File: config.mk
export PLATFORM = sky130hd
export DESIGN_NAME = lsu_bus_master_flat
export DESIGN_NICKNAME = d
export VERILOG_FILES = /design/src/rtl/lsu_bus_master_pkg.sv /design/src/rtl/lsu_bus_master_if.sv /design/src/rtl/lsu_lane_align.sv /design/src/rtl/lsu_bus_master.sv /design/src/flat_wrapper.sv
export SDC_FILE = /design/constraint.sdc
export NUM_CORES = 1
export LEC_CHECK = 0
export ABC_AREA = 1
export CELL_PAD_IN_SITES_DETAIL_PLACEMENT = 1
export CELL_PAD_IN_SITES_GLOBAL_PLACEMENT = 1
export CORE_MARGIN = 2
export CORE_UTILIZATION = 28
export CTS_CLUSTER_DIAMETER = 50
export CTS_CLUSTER_SIZE = 24
export DETAILED_ROUTE_END_ITERATION = 8
export PLACE_DENSITY_LB_ADDON = 0.1
export SLEW_MARGIN = 20
export SYNTH_ARGS = -nofsm -noshare
export SYNTH_HDL_FRONTEND = slang
export SYNTH_SLANG_ARGS = --single-unit
export TNS_END_PERCENT = 20
File: constraint.sdc
create_clock -name clk -period 3.2 [get_ports clk]
set_input_delay 0.48 -clock clk [delete_from_list [all_inputs] [get_ports clk]]
set_output_delay 0.48 -clock clk [all_outputs]
set_load 0.005 [all_outputs]
File: src/rtl/lsu_bus_master_pkg.sv
// lsu_bus_master_pkg: op_type encodings, FSM states and address-range default
// for the MEM-stage load/store bus master.
`default_nettype none

package lsu_bus_master_pkg;

  localparam logic [2:0] OP_LW  = 3'd0;
  localparam logic [2:0] OP_LH  = 3'd1;
  localparam logic [2:0] OP_LHU = 3'd2;
  localparam logic [2:0] OP_LB  = 3'd3;
  localparam logic [2:0] OP_LBU = 3'd4;
  localparam logic [2:0] OP_SW  = 3'd5;
  localparam logic [2:0] OP_SH  = 3'd6;
  localparam logic [2:0] OP_SB  = 3'd7;

  localparam logic [31:0] ADDR_MAX_DEF = 32'h0000_3FFF;

  typedef enum logic [1:0] {
    IDLE = 2'd0,
    BUSY = 2'd1,
    RESP = 2'd2
  } state_t;

  function automatic logic is_store(input logic [2:0] op);
    return (op == OP_SW) || (op == OP_SH) || (op == OP_SB);
  endfunction

  function automatic logic is_word(input logic [2:0] op);
    return (op == OP_LW) || (op == OP_SW);
  endfunction

  function automatic logic is_half(input logic [2:0] op);
    return (op == OP_LH) || (op == OP_LHU) || (op == OP_SH);
  endfunction

endpackage

`default_nettype wire

File: src/rtl/lsu_bus_master_if.sv
// lsu_bus_master_if: byte-enabled req/ack data-memory bus between the LSU
// (master) and the data memory (slave).
`default_nettype none

interface lsu_bus_master_if;
  logic        mem_req;
  logic        mem_we;
  logic [31:0] mem_addr;
  logic [3:0]  mem_be;
  logic [31:0] mem_wdata;
  logic        mem_ack;
  logic [31:0] mem_rdata;

  modport master (
    output mem_req, mem_we, mem_addr, mem_be, mem_wdata,
    input  mem_ack, mem_rdata
  );

  modport slave (
    input  mem_req, mem_we, mem_addr, mem_be, mem_wdata,
    output mem_ack, mem_rdata
  );
endinterface

`default_nettype wire

File: src/rtl/lsu_lane_align.sv
// lsu_lane_align: combinational byte-enable / store-replication generator and
// load-lane extractor with sign or zero extension.
`default_nettype none

module lsu_lane_align
  import lsu_bus_master_pkg::*;
(
  input  logic [2:0]  st_op,
  input  logic [1:0]  st_off,
  input  logic [31:0] st_data,
  output logic [3:0]  be,
  output logic [31:0] st_rep,
  input  logic [2:0]  ld_op,
  input  logic [3:0]  ld_be,
  input  logic [31:0] ld_word,
  output logic [31:0] ld_data
);

  logic [7:0]  w_byte;
  logic [15:0] w_half;

  always_comb begin
    be     = 4'b0001 << st_off;
    st_rep = {4{st_data[7:0]}};
    if (is_word(st_op)) begin
      be     = 4'b1111;
      st_rep = st_data;
    end else if (is_half(st_op)) begin
      be     = st_off[1] ? 4'b1100 : 4'b0011;
      st_rep = {2{st_data[15:0]}};
    end
  end

  // The lane is chosen from the enables the bus actually carried.
  always_comb begin
    case (ld_be)
      4'b0010: w_byte = ld_word[15:8];
      4'b0100: w_byte = ld_word[23:16];
      4'b1000: w_byte = ld_word[31:24];
      default: w_byte = ld_word[7:0];
    endcase
    w_half = ld_be[2] ? ld_word[31:16] : ld_word[15:0];
    case (ld_op)
      OP_LB:   ld_data = {{24{w_byte[7]}}, w_byte};
      OP_LBU:  ld_data = {24'h0, w_byte};
      OP_LH:   ld_data = {{16{w_half[15]}}, w_half};
      OP_LHU:  ld_data = {16'h0, w_half};
      default: ld_data = ld_word;
    endcase
  end

endmodule

`default_nettype wire

File: src/rtl/lsu_bus_master.sv
// lsu_bus_master: MEM-stage load/store initiator on a req/ack byte-enabled bus.
// Optional MISALIGN_EXC_EN: misaligned word/half accesses raise address exceptions.
`default_nettype none

module lsu_bus_master
  import lsu_bus_master_pkg::*;
#(
  parameter logic [31:0] ADDR_MAX = ADDR_MAX_DEF
) (
  input  logic        clk,
  input  logic        rst,
  input  logic        op_valid,
  input  logic [2:0]  op_type,
  input  logic [31:0] addr,
  input  logic [31:0] wdata,
  output logic        stall,
  output logic        done,
  output logic [31:0] rdata,
  output logic        exc_adel,
  output logic        exc_ades,
  lsu_bus_master_if.master bus
);

  state_t      r_state, w_state_nx;
  logic        w_req;
  logic        w_accept;
  logic        w_misalign;
  logic        w_illegal;
  logic [1:0]  w_off;
  logic [3:0]  w_be;
  logic [31:0] w_rep;
  logic [31:0] w_ld_data;
  logic [2:0]  r_op;
  logic        r_we;
  logic [31:0] r_addr;
  logic [3:0]  r_be;
  logic [31:0] r_wdata;

`ifdef MISALIGN_EXC_EN
  assign w_misalign = (is_word(op_type) && (addr[1:0] != 2'b00)) ||
                      (is_half(op_type) && addr[0]);
  assign w_off      = addr[1:0];
`else
  // Misaligned accesses are silently realigned down to their natural boundary.
  assign w_misalign = 1'b0;
  assign w_off      = is_word(op_type) ? 2'b00 :
                      is_half(op_type) ? {addr[1], 1'b0} : addr[1:0];
`endif

  assign w_illegal = (addr > ADDR_MAX) || w_misalign;
  assign w_accept  = (r_state == IDLE) && op_valid;

  lsu_lane_align u_align (
    .st_op   (op_type),
    .st_off  (w_off),
    .st_data (wdata),
    .be      (w_be),
    .st_rep  (w_rep),
    .ld_op   (r_op),
    .ld_be   (r_be),
    .ld_word (bus.mem_rdata),
    .ld_data (w_ld_data)
  );

  always_ff @(posedge clk or posedge rst) begin
    if (rst) r_state <= IDLE;
    else     r_state <= w_state_nx;
  end

  always_comb begin
    w_state_nx = r_state;
    stall      = 1'b0;
    done       = 1'b0;
    w_req      = 1'b0;
    case (r_state)
      IDLE: begin
        if (op_valid) begin
          stall      = 1'b1;
          w_state_nx = w_illegal ? RESP : BUSY;
        end
      end
      BUSY: begin
        stall = 1'b1;
        w_req = 1'b1;
        if (bus.mem_ack) w_state_nx = RESP;
      end
      RESP: begin
        done       = 1'b1;
        w_state_nx = IDLE;
      end
      default: w_state_nx = IDLE;
    endcase
  end

  assign bus.mem_req   = w_req;
  assign bus.mem_we    = r_we;
  assign bus.mem_addr  = r_addr;
  assign bus.mem_be    = r_be;
  assign bus.mem_wdata = r_wdata;

  always_ff @(posedge clk or posedge rst) begin
    if (rst) begin
      r_op     <= OP_LW;
      r_we     <= 1'b0;
      r_addr   <= 32'h0;
      r_be     <= 4'h0;
      r_wdata  <= 32'h0;
      rdata    <= 32'h0;
      exc_adel <= 1'b0;
      exc_ades <= 1'b0;
    end else if (w_accept) begin
      exc_adel <= w_illegal && !is_store(op_type);
      exc_ades <= w_illegal && is_store(op_type);
      if (!w_illegal) begin
        r_op    <= op_type;
        r_we    <= is_store(op_type);
        r_addr  <= {addr[31:2], 2'b00};
        r_be    <= w_be;
        r_wdata <= w_rep;
      end
    end else if ((r_state == BUSY) && bus.mem_ack && !r_we) begin
      rdata <= w_ld_data;
    end
  end

endmodule

`default_nettype wire

File: src/flat_wrapper.sv
// flat-port wrapper written by rule: the top's interface ports become plain ports
module lsu_bus_master_flat import lsu_bus_master_pkg::*;
#(
  parameter logic [31:0] ADDR_MAX = ADDR_MAX_DEF
)
  (clk, rst, op_valid, op_type, addr, wdata, stall, done, rdata, exc_adel, exc_ades, bus_mem_req, bus_mem_we, bus_mem_addr, bus_mem_be, bus_mem_wdata, bus_mem_ack, bus_mem_rdata);
  lsu_bus_master_if bus_i ();
  input  logic clk;
  input  logic rst;
  input  logic op_valid;
  input  logic [2:0] op_type;
  input  logic [31:0] addr;
  input  logic [31:0] wdata;
  output logic stall;
  output logic done;
  output logic [31:0] rdata;
  output logic exc_adel;
  output logic exc_ades;
  output wire logic [$bits(bus_i.mem_req)-1:0] bus_mem_req;
  output wire logic [$bits(bus_i.mem_we)-1:0] bus_mem_we;
  output wire logic [$bits(bus_i.mem_addr)-1:0] bus_mem_addr;
  output wire logic [$bits(bus_i.mem_be)-1:0] bus_mem_be;
  output wire logic [$bits(bus_i.mem_wdata)-1:0] bus_mem_wdata;
  input wire logic [$bits(bus_i.mem_ack)-1:0] bus_mem_ack;
  input wire logic [$bits(bus_i.mem_rdata)-1:0] bus_mem_rdata;
  assign bus_mem_req = bus_i.mem_req;
  assign bus_mem_we = bus_i.mem_we;
  assign bus_mem_addr = bus_i.mem_addr;
  assign bus_mem_be = bus_i.mem_be;
  assign bus_mem_wdata = bus_i.mem_wdata;
  assign bus_i.mem_ack = bus_mem_ack;
  assign bus_i.mem_rdata = bus_mem_rdata;
  lsu_bus_master #(.ADDR_MAX(ADDR_MAX)) u_core (.clk(clk), .rst(rst), .op_valid(op_valid), .op_type(op_type), .addr(addr), .wdata(wdata), .stall(stall), .done(done), .rdata(rdata), .exc_adel(exc_adel), .exc_ades(exc_ades), .bus(bus_i));
endmodule
==> run summary <==
Final worst path period need: 2289 ps
Clock Tree Root: clkbuf_16
Crit path max-delay cell type: dfrtp_1
Largest net degree at the start of global routing: 60
Ranking of synthesized cells by area: dfrtp_1, nand2_1, inv_1
Worst EP required: 3460 ps
Setup violations, final: 0
Via/cell ratio: 4.497
ANT nets after route: 0
Status: complete, no violations
Final #Nets: 1052
Drt drc: 0
Worst Tran Pin Value: 783.9 ps
DRT iter0 DRCs: 214
Critical-path cell list: inv_6 > nor2_4 > nand2_1 > nand4_1 > nand2_2 > nand2_4 > nand3_1 > nand2_1 > inv_1
Highest Clock Rate: 0.4369 GHz
FF-to-FF Start: u_core.bus.mem_be[2]
Post-synth EDFFs: 0
Top cell by count, worst path: nand2_1
Vias in the first global route: 5842
FILL cells: 2413
Post-Syn Area per Cell: 7.412 sq um
Post-cts hold buffer count: 0
Max_cap viols: 0
Port buffer count: 206
Clock sinks: 106
Fraction of layout cells with a size suffix above 1: 8.071%
Drt pass-1 iters: 4
Post-CTS sizing: 0
Synth-to-layout area growth: 45.31%
Grt met1 use: 21.92%
CP Launch Type: flop
GR peak layer: met2
Final core utilization: 41.78%
Critical Path Start: u_core.bus.mem_be[2]
Pleak: 4.212 nW
Setup CP Type: reg2reg
Grt total ovfl: 0
Final worst-path cycle share: 71.53%
Reg area: 2653 sq um
Width of the die: 145.8 microns
Num rows: 51
Final Hold Fails: 0
DP Worst Slack: 739.8 ps
Most frequent cells after synthesis: nand2_1, dfrtp_1, inv_1
Critical Path End Type: flop
Hold Crit Class: reg2reg
Worst vdd ir: 0.0002377 V
Netlist cell types: 29
Fin cells: 1220
Area share of the largest cell type after synthesis: 47.09%
Post-Synthesis Cells: 760
Htree depth: 3
Num ports: 209
Detailed placement HPWL: 14.25 mm
TritonCTS clock tree: built
Ys flop type: dfrtp_1
CTS Buf Count: 9
Final-report max-slew violation count: 0
Delay of the slowest critical-path stage: 770 ps
DP Area: 7866 sq um
Initial Util: 28.75%
Routed WL: 19.38 mm
Hold_sp: u_core.bus.mem_addr[28]
GRT Util Overall: 18.44%
Worst Slack Setup Final: 910.9 ps
First-pass GRT wire length: 31.41 mm
Post-CTS setup repair buffer count: 0
Clk slew on worst S/H paths: 80 ps
Largest area contributor in the netlist: dfrtp_1
Seq/Total Area, Yosys: 47.09%
Synth warnings: 0
Share of synthesized registers carrying an async set or reset: 100.0%
Clock latency on the worst-skew pair: 370 ps
M2 GR Usage: 31.86%
Chip height: 145.8 microns
RSZ-0062 raised after global routing: false
Worst Path Max Fanout: 28
Die Area: 21270 sq um
Seq cells post-synth: 106
Multi-input logic area: 2452 sq um
Post-route cell area: 8185 sq um
Clock skew: 11.10 ps
Final Wtd Congestion: 0.7981
Top-count cell post-synth: nand2_1
CP arrival: 2550 ps
Antenna violations before repair: 1
Fin Setup TNS: 0 ps
Vias: 5486
Core area: 19590 sq um
Mapped cell area: 5633 sq um
Grt met3 use: 6.991%
Maximum buffer depth of the clock tree: 2
Avg WL per Cell: 15.89 microns
Slew HR: 47.63%
Pwr Density: 345.6 nW/um^2
Cells after DPL: 1203
-- path summary, 6_finish.rpt --
| path | end | slack [ps] | cells past startpoint |
|---|---|---|---|
| setup / recovery | u_core.rdata[29] | 910 | 9 |
| hold / removal | u_core.bus.mem_addr[28] | 470 | 2 |
| setup reg to reg | u_core.rdata[29] | 910 | 9 |
| hold reg to reg | u_core.bus.mem_addr[28] | 470 | 2 |
| max in group asynchronous | u_core.bus.mem_wdata[29] | 1920 | 3 |
| min in group asynchronous | u_core.rdata[6] | 610 | 2 |
-- area by class of cell --
cell class | count | share of cell area, %
flip-flops and latches | 106 | 32.41
multi-input cells | 545 | 29.96
repair buffers | 214 | 26.23
well taps | 265 | 4.051
inverters | 73 | 3.455
clock buffers | 9 | 2.751
clock inverters | 7 | 1.116
diodes | 1 | 0.03057
-- flip-flops by register name, summed over array words and instances (netlist names) --
| register | flops |
|---|---|
| u_core.r_state | 2 |
| u_core.r_op | 3 |
| u_core.bus.mem_be | 4 |
| u_core.rdata | 32 |
| u_core.exc_adel | 1 |
| u_core.bus.mem_wdata | 32 |
| u_core.bus.mem_addr | 30 |
| u_core.bus.mem_we | 1 |
| u_core.exc_ades | 1 |
-- critical path, delay by kind of cell (launching register included) --
| kind | cells | cell delay [ps] |
|---|---|---|
| simple gates | 7 | 1150 |
| flops | 1 | 770 |
| buf+inv | 2 | 260 |
-- layout by cell type, fill, tap and decap left out, drive strengths merged --
master,instances
inv,76
nor2,35
a21oi,43
o22ai,1
o21ai,14
clkinv,3
nand2,356
buf,8
nor3,2
clkdlybuf4s50,206
nand4,9
diode,1
clkbuf,9
or2,17
clkinvlp,1
and3,1
dfrtp,106
nand3,57
a31oi,8
conb,2
-- cell families after synthesis --
| family | count (synthesis) | synth area share, % |
|---|---|---|
| other cells | 1 | 0.06657 |
| flops | 106 | 47.09 |
| compound gates | 66 | 6.198 |
| simple gates | 477 | 37.21 |
| buf+inv | 110 | 9.440 |
-- power breakdown --
part,leakage (nW),total [W],switching (W),internal [W]
clock network,0.154,0.00119,0.000620,0.000570
registers,1.44,0.00134,0.00000243,0.00134
logic,2.61,0.000294,0.000140,0.000154
total,4.21,0.00283,0.000763,0.00207
-- through the flow --
step	total power (W)	hold WS, ps
after detailed placement	0.001671	452.8
after floorplan	0.001471	459.7
final	0.002829	470.6
after global placement	0.001672	448.8
after CTS	0.002890	476.5
after global routing	0.002959	501.0
-- layer usage --
| layer | share of wire, % | up-vias |
|---|---|---|
| met5 | 0 | - |
| met4 | 1.2 | 0 |
| met3 | 8.0 | 15 |
| met2 | 48 | 146 |
| met1 | 43 | 2606 |
| li1 | - | 2719 |
(Power assumes the default switching activity.)
